`src/rtl/pipeline_hazard_ctrl_pkg.sv`:
```
// Package pipeline_ctrl_pkg: shared definitions for the pipeline hazard
// controller and its helpers.
//   state_t              : controller FSM state encoding
//   REG_X0               : architectural zero register index
//   MDU_TIMEOUT_DEFAULT  : default watchdog limit for a multi-cycle MDU op
package pipeline_ctrl_pkg;

  typedef enum logic {
    RUN      = 1'b0,
    MDU_WAIT = 1'b1
  } state_t;

  localparam logic [4:0] REG_X0 = 5'd0;

  localparam int MDU_TIMEOUT_DEFAULT = 64;

endpackage

```
`src/rtl/pipeline_hazard_ctrl_if.sv`:
```
// Interface pipeline_hazard_ctrl_if: groups the hazard controller's pipeline
// facing signals.
//   master modport : pipeline datapath side (drives hazard inputs, receives
//                    stall/flush controls)
//   slave modport  : hazard controller side
// Inputs to the controller: id_rs1, id_rs2, id_use_rs1, id_use_rs2,
//   ex_mem_read, ex_rd, ex_redirect, ex_mdu_op, mdu_done.
// Outputs from the controller: pc_stall, if_id_stall, if_id_flush,
//   id_ex_stall, id_ex_flush, ex_mem_flush, mdu_start, mdu_timeout.
interface pipeline_hazard_ctrl_if;

  logic [4:0] id_rs1;
  logic [4:0] id_rs2;
  logic       id_use_rs1;
  logic       id_use_rs2;
  logic       ex_mem_read;
  logic [4:0] ex_rd;
  logic       ex_redirect;
  logic       ex_mdu_op;
  logic       mdu_done;

  logic pc_stall;
  logic if_id_stall;
  logic if_id_flush;
  logic id_ex_stall;
  logic id_ex_flush;
  logic ex_mem_flush;
  logic mdu_start;
  logic mdu_timeout;

  modport master (
    output id_rs1, id_rs2, id_use_rs1, id_use_rs2,
           ex_mem_read, ex_rd, ex_redirect, ex_mdu_op, mdu_done,
    input  pc_stall, if_id_stall, if_id_flush, id_ex_stall,
           id_ex_flush, ex_mem_flush, mdu_start, mdu_timeout
  );

  modport slave (
    input  id_rs1, id_rs2, id_use_rs1, id_use_rs2,
           ex_mem_read, ex_rd, ex_redirect, ex_mdu_op, mdu_done,
    output pc_stall, if_id_stall, if_id_flush, id_ex_stall,
           id_ex_flush, ex_mem_flush, mdu_start, mdu_timeout
  );

endinterface

```
`src/rtl/pipeline_hazard_ctrl_loaduse_cmp.sv`:
```
// Module hazard_loaduse_cmp: pure combinational load-use hazard detector.
// Flags when the load in EX writes a register that the instruction in ID
// reads. Writes to x0 never create a hazard.
//   rs1, rs2         in  source register fields of the ID instruction
//   use_rs1, use_rs2 in  ID instruction actually reads rs1 / rs2
//   mem_read         in  EX instruction is a load
//   rd               in  destination register of the EX instruction
//   lu               out load-use hazard present
module hazard_loaduse_cmp
  import pipeline_ctrl_pkg::*;
(
  input  logic [4:0] rs1,
  input  logic [4:0] rs2,
  input  logic       use_rs1,
  input  logic       use_rs2,
  input  logic       mem_read,
  input  logic [4:0] rd,
  output logic       lu
);

  assign lu = mem_read && (rd != REG_X0) &&
              ((use_rs1 && (rs1 == rd)) || (use_rs2 && (rs2 == rd)));

endmodule

```
`src/rtl/pipeline_hazard_ctrl.sv`:
```
// Module pipeline_hazard_ctrl: central stall/flush sequencer for the 5-stage
// RV32IM pipeline. Handles load-use bubbles, wrong-path squash on an EX
// redirect, and front-end freeze while a multi-cycle MDU op runs in EX,
// guarded by a sticky watchdog.
// Ports:
//   CLK    in  system clock, rising edge
//   Reset  in  synchronous active-high reset; forces every output to 0
//   hz     slave modport of pipeline_hazard_ctrl_if (hazard inputs and
//          stall/flush/mdu controls)
// Optional build macro HAZARD_PERF_CNT_EN adds saturating 32-bit counters:
//   perf_lu_stalls   out  cycles spent inserting a load-use bubble
//   perf_mdu_stalls  out  MDU_WAIT cycles without mdu_done
//   perf_flushes     out  redirect cycles
// Parameters: MDU_TIMEOUT (watchdog limit in MDU_WAIT cycles) and CNT_W
// (watchdog width, 2**CNT_W must exceed MDU_TIMEOUT).
module pipeline_hazard_ctrl
  import pipeline_ctrl_pkg::*;
#(
  parameter int MDU_TIMEOUT = MDU_TIMEOUT_DEFAULT,
  parameter int CNT_W       = 7
) (
  input  logic CLK,
  input  logic Reset,
  pipeline_hazard_ctrl_if.slave hz
`ifdef HAZARD_PERF_CNT_EN
  ,
  output logic [31:0] perf_lu_stalls,
  output logic [31:0] perf_mdu_stalls,
  output logic [31:0] perf_flushes
`endif
);

  localparam logic [CNT_W-1:0] WDOG_LAST = CNT_W'(MDU_TIMEOUT - 1);

  state_t           state;
  state_t           next_state;
  logic [CNT_W-1:0] wdog;
  logic             timeout_q;

  logic lu;
  logic pc_stall;
  logic if_id_stall;
  logic if_id_flush;
  logic id_ex_stall;
  logic id_ex_flush;
  logic ex_mem_flush;
  logic mdu_start;
  logic wdog_clear;
  logic wdog_inc;
  logic timeout_set;
  logic lu_cycle;
  logic mdu_stall_cycle;
  logic redirect_cycle;

  hazard_loaduse_cmp u_lu_cmp (
    .rs1      (hz.id_rs1),
    .rs2      (hz.id_rs2),
    .use_rs1  (hz.id_use_rs1),
    .use_rs2  (hz.id_use_rs2),
    .mem_read (hz.ex_mem_read),
    .rd       (hz.ex_rd),
    .lu       (lu)
  );

  // Control decode. Everything is gated by Reset so no pulse escapes while
  // the pipeline is being reset. In MDU_WAIT, ex_mdu_op is deliberately not
  // looked at: on the done cycle EX still holds the op and must not restart
  // the MDU.
  always_comb begin
    pc_stall        = 1'b0;
    if_id_stall     = 1'b0;
    if_id_flush     = 1'b0;
    id_ex_stall     = 1'b0;
    id_ex_flush     = 1'b0;
    ex_mem_flush    = 1'b0;
    mdu_start       = 1'b0;
    wdog_clear      = 1'b0;
    wdog_inc        = 1'b0;
    timeout_set     = 1'b0;
    lu_cycle        = 1'b0;
    mdu_stall_cycle = 1'b0;
    redirect_cycle  = 1'b0;
    next_state      = state;
    if (!Reset) begin
      unique case (state)
        RUN: begin
          if (hz.ex_redirect) begin
            if_id_flush    = 1'b1;
            id_ex_flush    = 1'b1;
            redirect_cycle = 1'b1;
          end else if (hz.ex_mdu_op) begin
            mdu_start    = 1'b1;
            pc_stall     = 1'b1;
            if_id_stall  = 1'b1;
            id_ex_stall  = 1'b1;
            ex_mem_flush = 1'b1;
            wdog_clear   = 1'b1;
            next_state   = MDU_WAIT;
          end else if (lu) begin
            // One bubble is enough: next cycle EX holds the bubble.
            pc_stall    = 1'b1;
            if_id_stall = 1'b1;
            id_ex_flush = 1'b1;
            lu_cycle    = 1'b1;
          end
        end
        MDU_WAIT: begin
          if (hz.mdu_done) begin
            next_state = RUN;
          end else begin
            pc_stall        = 1'b1;
            if_id_stall     = 1'b1;
            id_ex_stall     = 1'b1;
            ex_mem_flush    = 1'b1;
            mdu_stall_cycle = 1'b1;
            if (wdog == WDOG_LAST) begin
              // Give up on the MDU; stalls drop from the next cycle.
              timeout_set = 1'b1;
              next_state  = RUN;
            end else begin
              wdog_inc = 1'b1;
            end
          end
        end
        default: next_state = RUN;
      endcase
    end
  end

  // FSM state, watchdog and sticky timeout flag.
  always_ff @(posedge CLK) begin
    if (Reset) begin
      state     <= RUN;
      wdog      <= '0;
      timeout_q <= 1'b0;
    end else begin
      state <= next_state;
      if (wdog_clear) begin
        wdog <= '0;
      end else if (wdog_inc) begin
        wdog <= wdog + 1'b1;
      end
      if (timeout_set) begin
        timeout_q <= 1'b1;
      end
    end
  end

  assign hz.pc_stall     = pc_stall;
  assign hz.if_id_stall  = if_id_stall;
  assign hz.if_id_flush  = if_id_flush;
  assign hz.id_ex_stall  = id_ex_stall;
  assign hz.id_ex_flush  = id_ex_flush;
  assign hz.ex_mem_flush = ex_mem_flush;
  assign hz.mdu_start    = mdu_start;
  assign hz.mdu_timeout  = timeout_q && !Reset;

`ifdef HAZARD_PERF_CNT_EN
  // Saturating event counters; they stick at all-ones instead of wrapping.
  always_ff @(posedge CLK) begin
    if (Reset) begin
      perf_lu_stalls  <= '0;
      perf_mdu_stalls <= '0;
      perf_flushes    <= '0;
    end else begin
      if (lu_cycle && (perf_lu_stalls != 32'hFFFF_FFFF)) begin
        perf_lu_stalls <= perf_lu_stalls + 32'd1;
      end
      if (mdu_stall_cycle && (perf_mdu_stalls != 32'hFFFF_FFFF)) begin
        perf_mdu_stalls <= perf_mdu_stalls + 32'd1;
      end
      if (redirect_cycle && (perf_flushes != 32'hFFFF_FFFF)) begin
        perf_flushes <= perf_flushes + 32'd1;
      end
    end
  end
`else
  logic unused_perf;
  assign unused_perf = lu_cycle ^ mdu_stall_cycle ^ redirect_cycle;
`endif

endmodule

```
`src/flat_wrapper.sv`:
```
// flat-port wrapper written by rule: the top's interface ports become plain ports
module pipeline_hazard_ctrl_flat import pipeline_ctrl_pkg::*;
#(
  parameter int MDU_TIMEOUT = MDU_TIMEOUT_DEFAULT,
  parameter int CNT_W       = 7
)
  (CLK, Reset, hz_id_rs1, hz_id_rs2, hz_id_use_rs1, hz_id_use_rs2, hz_ex_mem_read, hz_ex_rd, hz_ex_redirect, hz_ex_mdu_op, hz_mdu_done, hz_pc_stall, hz_if_id_stall, hz_if_id_flush, hz_id_ex_stall, hz_id_ex_flush, hz_ex_mem_flush, hz_mdu_start, hz_mdu_timeout);
  pipeline_hazard_ctrl_if hz_i ();
  input  logic CLK;
  input  logic Reset;
  input wire logic [$bits(hz_i.id_rs1)-1:0] hz_id_rs1;
  input wire logic [$bits(hz_i.id_rs2)-1:0] hz_id_rs2;
  input wire logic [$bits(hz_i.id_use_rs1)-1:0] hz_id_use_rs1;
  input wire logic [$bits(hz_i.id_use_rs2)-1:0] hz_id_use_rs2;
  input wire logic [$bits(hz_i.ex_mem_read)-1:0] hz_ex_mem_read;
  input wire logic [$bits(hz_i.ex_rd)-1:0] hz_ex_rd;
  input wire logic [$bits(hz_i.ex_redirect)-1:0] hz_ex_redirect;
  input wire logic [$bits(hz_i.ex_mdu_op)-1:0] hz_ex_mdu_op;
  input wire logic [$bits(hz_i.mdu_done)-1:0] hz_mdu_done;
  output wire logic [$bits(hz_i.pc_stall)-1:0] hz_pc_stall;
  output wire logic [$bits(hz_i.if_id_stall)-1:0] hz_if_id_stall;
  output wire logic [$bits(hz_i.if_id_flush)-1:0] hz_if_id_flush;
  output wire logic [$bits(hz_i.id_ex_stall)-1:0] hz_id_ex_stall;
  output wire logic [$bits(hz_i.id_ex_flush)-1:0] hz_id_ex_flush;
  output wire logic [$bits(hz_i.ex_mem_flush)-1:0] hz_ex_mem_flush;
  output wire logic [$bits(hz_i.mdu_start)-1:0] hz_mdu_start;
  output wire logic [$bits(hz_i.mdu_timeout)-1:0] hz_mdu_timeout;
  assign hz_i.id_rs1 = hz_id_rs1;
  assign hz_i.id_rs2 = hz_id_rs2;
  assign hz_i.id_use_rs1 = hz_id_use_rs1;
  assign hz_i.id_use_rs2 = hz_id_use_rs2;
  assign hz_i.ex_mem_read = hz_ex_mem_read;
  assign hz_i.ex_rd = hz_ex_rd;
  assign hz_i.ex_redirect = hz_ex_redirect;
  assign hz_i.ex_mdu_op = hz_ex_mdu_op;
  assign hz_i.mdu_done = hz_mdu_done;
  assign hz_pc_stall = hz_i.pc_stall;
  assign hz_if_id_stall = hz_i.if_id_stall;
  assign hz_if_id_flush = hz_i.if_id_flush;
  assign hz_id_ex_stall = hz_i.id_ex_stall;
  assign hz_id_ex_flush = hz_i.id_ex_flush;
  assign hz_ex_mem_flush = hz_i.ex_mem_flush;
  assign hz_mdu_start = hz_i.mdu_start;
  assign hz_mdu_timeout = hz_i.mdu_timeout;
  pipeline_hazard_ctrl #(.MDU_TIMEOUT(MDU_TIMEOUT), .CNT_W(CNT_W)) u_core (.CLK(CLK), .Reset(Reset), .hz(hz_i));
endmodule
```
`config.mk`:
```
export PLATFORM = sky130hd
export DESIGN_NAME = pipeline_hazard_ctrl_flat
export DESIGN_NICKNAME = d
export VERILOG_FILES = /design/src/rtl/pipeline_hazard_ctrl_pkg.sv /design/src/rtl/pipeline_hazard_ctrl_if.sv /design/src/rtl/pipeline_hazard_ctrl_loaduse_cmp.sv /design/src/rtl/pipeline_hazard_ctrl.sv /design/src/flat_wrapper.sv
export SDC_FILE = /design/constraint.sdc
export NUM_CORES = 1
export LEC_CHECK = 0
export CORE_MARGIN = 2
export CORE_UTILIZATION = 41
export DETAILED_ROUTE_END_ITERATION = 16
export GPL_TIMING_DRIVEN = 0
export PLACE_DENSITY = 0.84
export SYNTH_ARGS = -nofsm -noshare
export SYNTH_HDL_FRONTEND = slang
export SYNTH_SLANG_ARGS = --single-unit
```
`constraint.sdc`:
```
create_clock -name CLK -period 3.7 [get_ports CLK]
set_clock_uncertainty 0.2 [all_clocks]
set_input_delay 0.74 -clock CLK [delete_from_list [all_inputs] [get_ports CLK]]
set_output_delay 0.74 -clock CLK [all_outputs]
set_load 0.02 [all_outputs]
```
==> metrics.txt <==
status completed; Arr. time, crit path 2.66 ns; vias in the first global route 594; Final Hold Viols 0; Final Max Tran Viols 0; largest net degree at the start of global routing 10; Routed Antenna Nets 0; diodes inserted 0; most frequent cells in the layout 26 x clkdlybuf4s50_1, 12 x xor2_1, 9 x dfxtp_1, 8 x nor2_1; EDFF count, synth 0; Iter 0 DRT Violations 9; Worst Path Max Fanout 3; Total GRT Usage 0.177; total number of vias 601; Pre-Repair DR Iteration Count 4; clock buffer depth 2; most common cell after layout, fill and taps aside clkdlybuf4s50_1; Die Width 42.7 µm; die area 1820 µm²; Critical Path End Type output port; synthesized net count 95; Hold WC Path Type reg2reg; Mean Syn Cell Area 8.65 µm²; fmax 278 MHz; H-tree depth 1; Avg WL per Cell 12.2 µm; hpwl dp 1250 µm; Critical Path RT 2.76 ns; dominant cell type by area after synthesis dfxtp_1; Synth area leaders dfxtp_1 29%, xor2_1 17%, nor2_1 4.9%; # port buffers 29; distinct cell type count after synthesis 35; synthesized flop and latch total 9; RSZ-0062 raised after global routing false; Slew @ Worst Pin 0.493 ns; mapped cell area 614 µm²; worst skew pair latency 0.25 ns; Non-Filler Instances 120; Overflow after GRT 0; CTS tree done; CTS buffer count 3; Top Ports 31; antenna violations before repair 0; ys flop type dfxtp_1; final setup fails 0; WL final 1470 µm; max_slew headroom 0.668; final core occ 0.716; global-route wire length before repair 2440 µm; post-synthesis sequential area ratio 0.293; Mapped Cells 71; Pleak 0.384 nW; critical path launch point type input pin; Area Growth Syn to Fin 57.4%; share of the synthesized area in the top cell type 0.293; site row count 13; NumNets Final 130; CTS Hold Bufs 0; fin crit share 0.972; layout cell share with drive strength beyond 1 0.143; CTS Sinks 9; dpl cells 115; Final Wtd Congestion 0.840; crit path kind in2out; Syn. warnings 0; initial core utilization 0.455; Cell Pwr Density 245 nW/µm²; Root Buffer Master clkbuf_4; die height 42.7 µm; FFs w/ async S/R, synth 0; Via density 5.01; largest vdd supply drop 0.234 mV; Post-route DRC 0; final worst path period need 3.60 ns; Max Cap Viol 0; Reg clk slew, reported paths 0.06 ns; CORE AREA 1350 µm²
## worst max-delay path: stages
cell             delay (ns)
clkdlybuf4s50_1        0.47
xor2_1                 0.19
nor4_2                 0.28
a32oi_1                0.19
o32ai_2                0.31
buf_4                  0.15
dlygate4sd2_1          0.32
## where the power goes
part,internal [W],switching [W],total (W)
Sequential,0.0000978,0.00000132,0.0000991
Clock,0.0000413,0.0000311,0.0000724
Combinational,0.0000389,0.0000269,0.0000659
Total,0.000178,0.0000593,0.000237
## logic make-up after synthesis
kind of cell / count (synthesis) / share of synthesized area
XOR/XNOR: 14 / 0.200
AND/OR/NAND/NOR: 27 / 0.263
flip-flops: 9 / 0.293
multiplexers: 1 / 0.0163
adder cells (fa/ha/maj): 1 / 0.0204
buffers and inverters: 6 / 0.0509
AO/OA/AOI/OAI: 13 / 0.157
## cells in the mapped netlist, drive strengths merged, types with 2 or more instances
cell,n
o211ai,2
inv,2
o21ai,3
a21oi,2
nor3b,2
nand2b,2
nand3b,2
nand2,2
or4,2
dfxtp,9
xor2,12
nor4,2
xnor2,2
buf,3
nor2,8
## flip-flops by register name (all words and copies together) (netlist names)
name	cells
u_core.state	1
u_core.wdog	7
u_core.timeout_q	1
## stage by stage
| stage | total power (W) | TNS, ns | setup WS [ns] | instance area, µm² | hold slack, ns |
|---|---|---|---|---|---|
| floorplan | 0.000128 | 0 | 0.523 | 614 | 0.232 |
| global placement | 0.000165 | -0.480 | -0.255 | 923 | 0.255 |
| detailed placement | 0.000166 | -0.619 | -0.302 | 923 | 0.262 |
| CTS | 0.000238 | 0 | 0.0326 | 953 | 0.273 |
| global route | 0.000252 | 0 | 0.0165 | 967 | 0.303 |
| finish | 0.000237 | 0 | 0.102 | 967 | 0.277 |
## routing by layer
metal	track usage	vias up	wire length [µm]
met5	0	-	0
met4	0.0375	0	0
met3	0.0638	0	40
met2	0.315	9	781
met1	0.199	275	645
li1	-	317	-
## final timing paths
kind / from / endpoint / slack (ns) / cells after the start
worst max-delay path: hz_ex_rd[3] / hz_pc_stall / 0.10 / 7
worst max register to register: u_core.wdog[0] / u_core.wdog[1] / 1.88 / 5
worst min register to register: u_core.wdog[6] / u_core.wdog[6] / 0.28 / 2
worst min-delay path: u_core.wdog[6] / u_core.wdog[6] / 0.28 / 2
## layout make-up
cell class,count,area (µm²)
tap,15,18.8
buffer,4,23.8
multi-input combinational,56,417
fill,106,383
clock buffer,4,26.3
inverter,2,7.51
timing repair buffer,30,294
sequential,9,180
## what timing repair did
item / in CTS / in global routing
resized for setup: 4 / 1
buffers inserted: 0 / 1
setup endpoints to repair: 3 / 1
pin swaps: 0 / 1
Note: power is estimated with default switching activity, not from simulation.
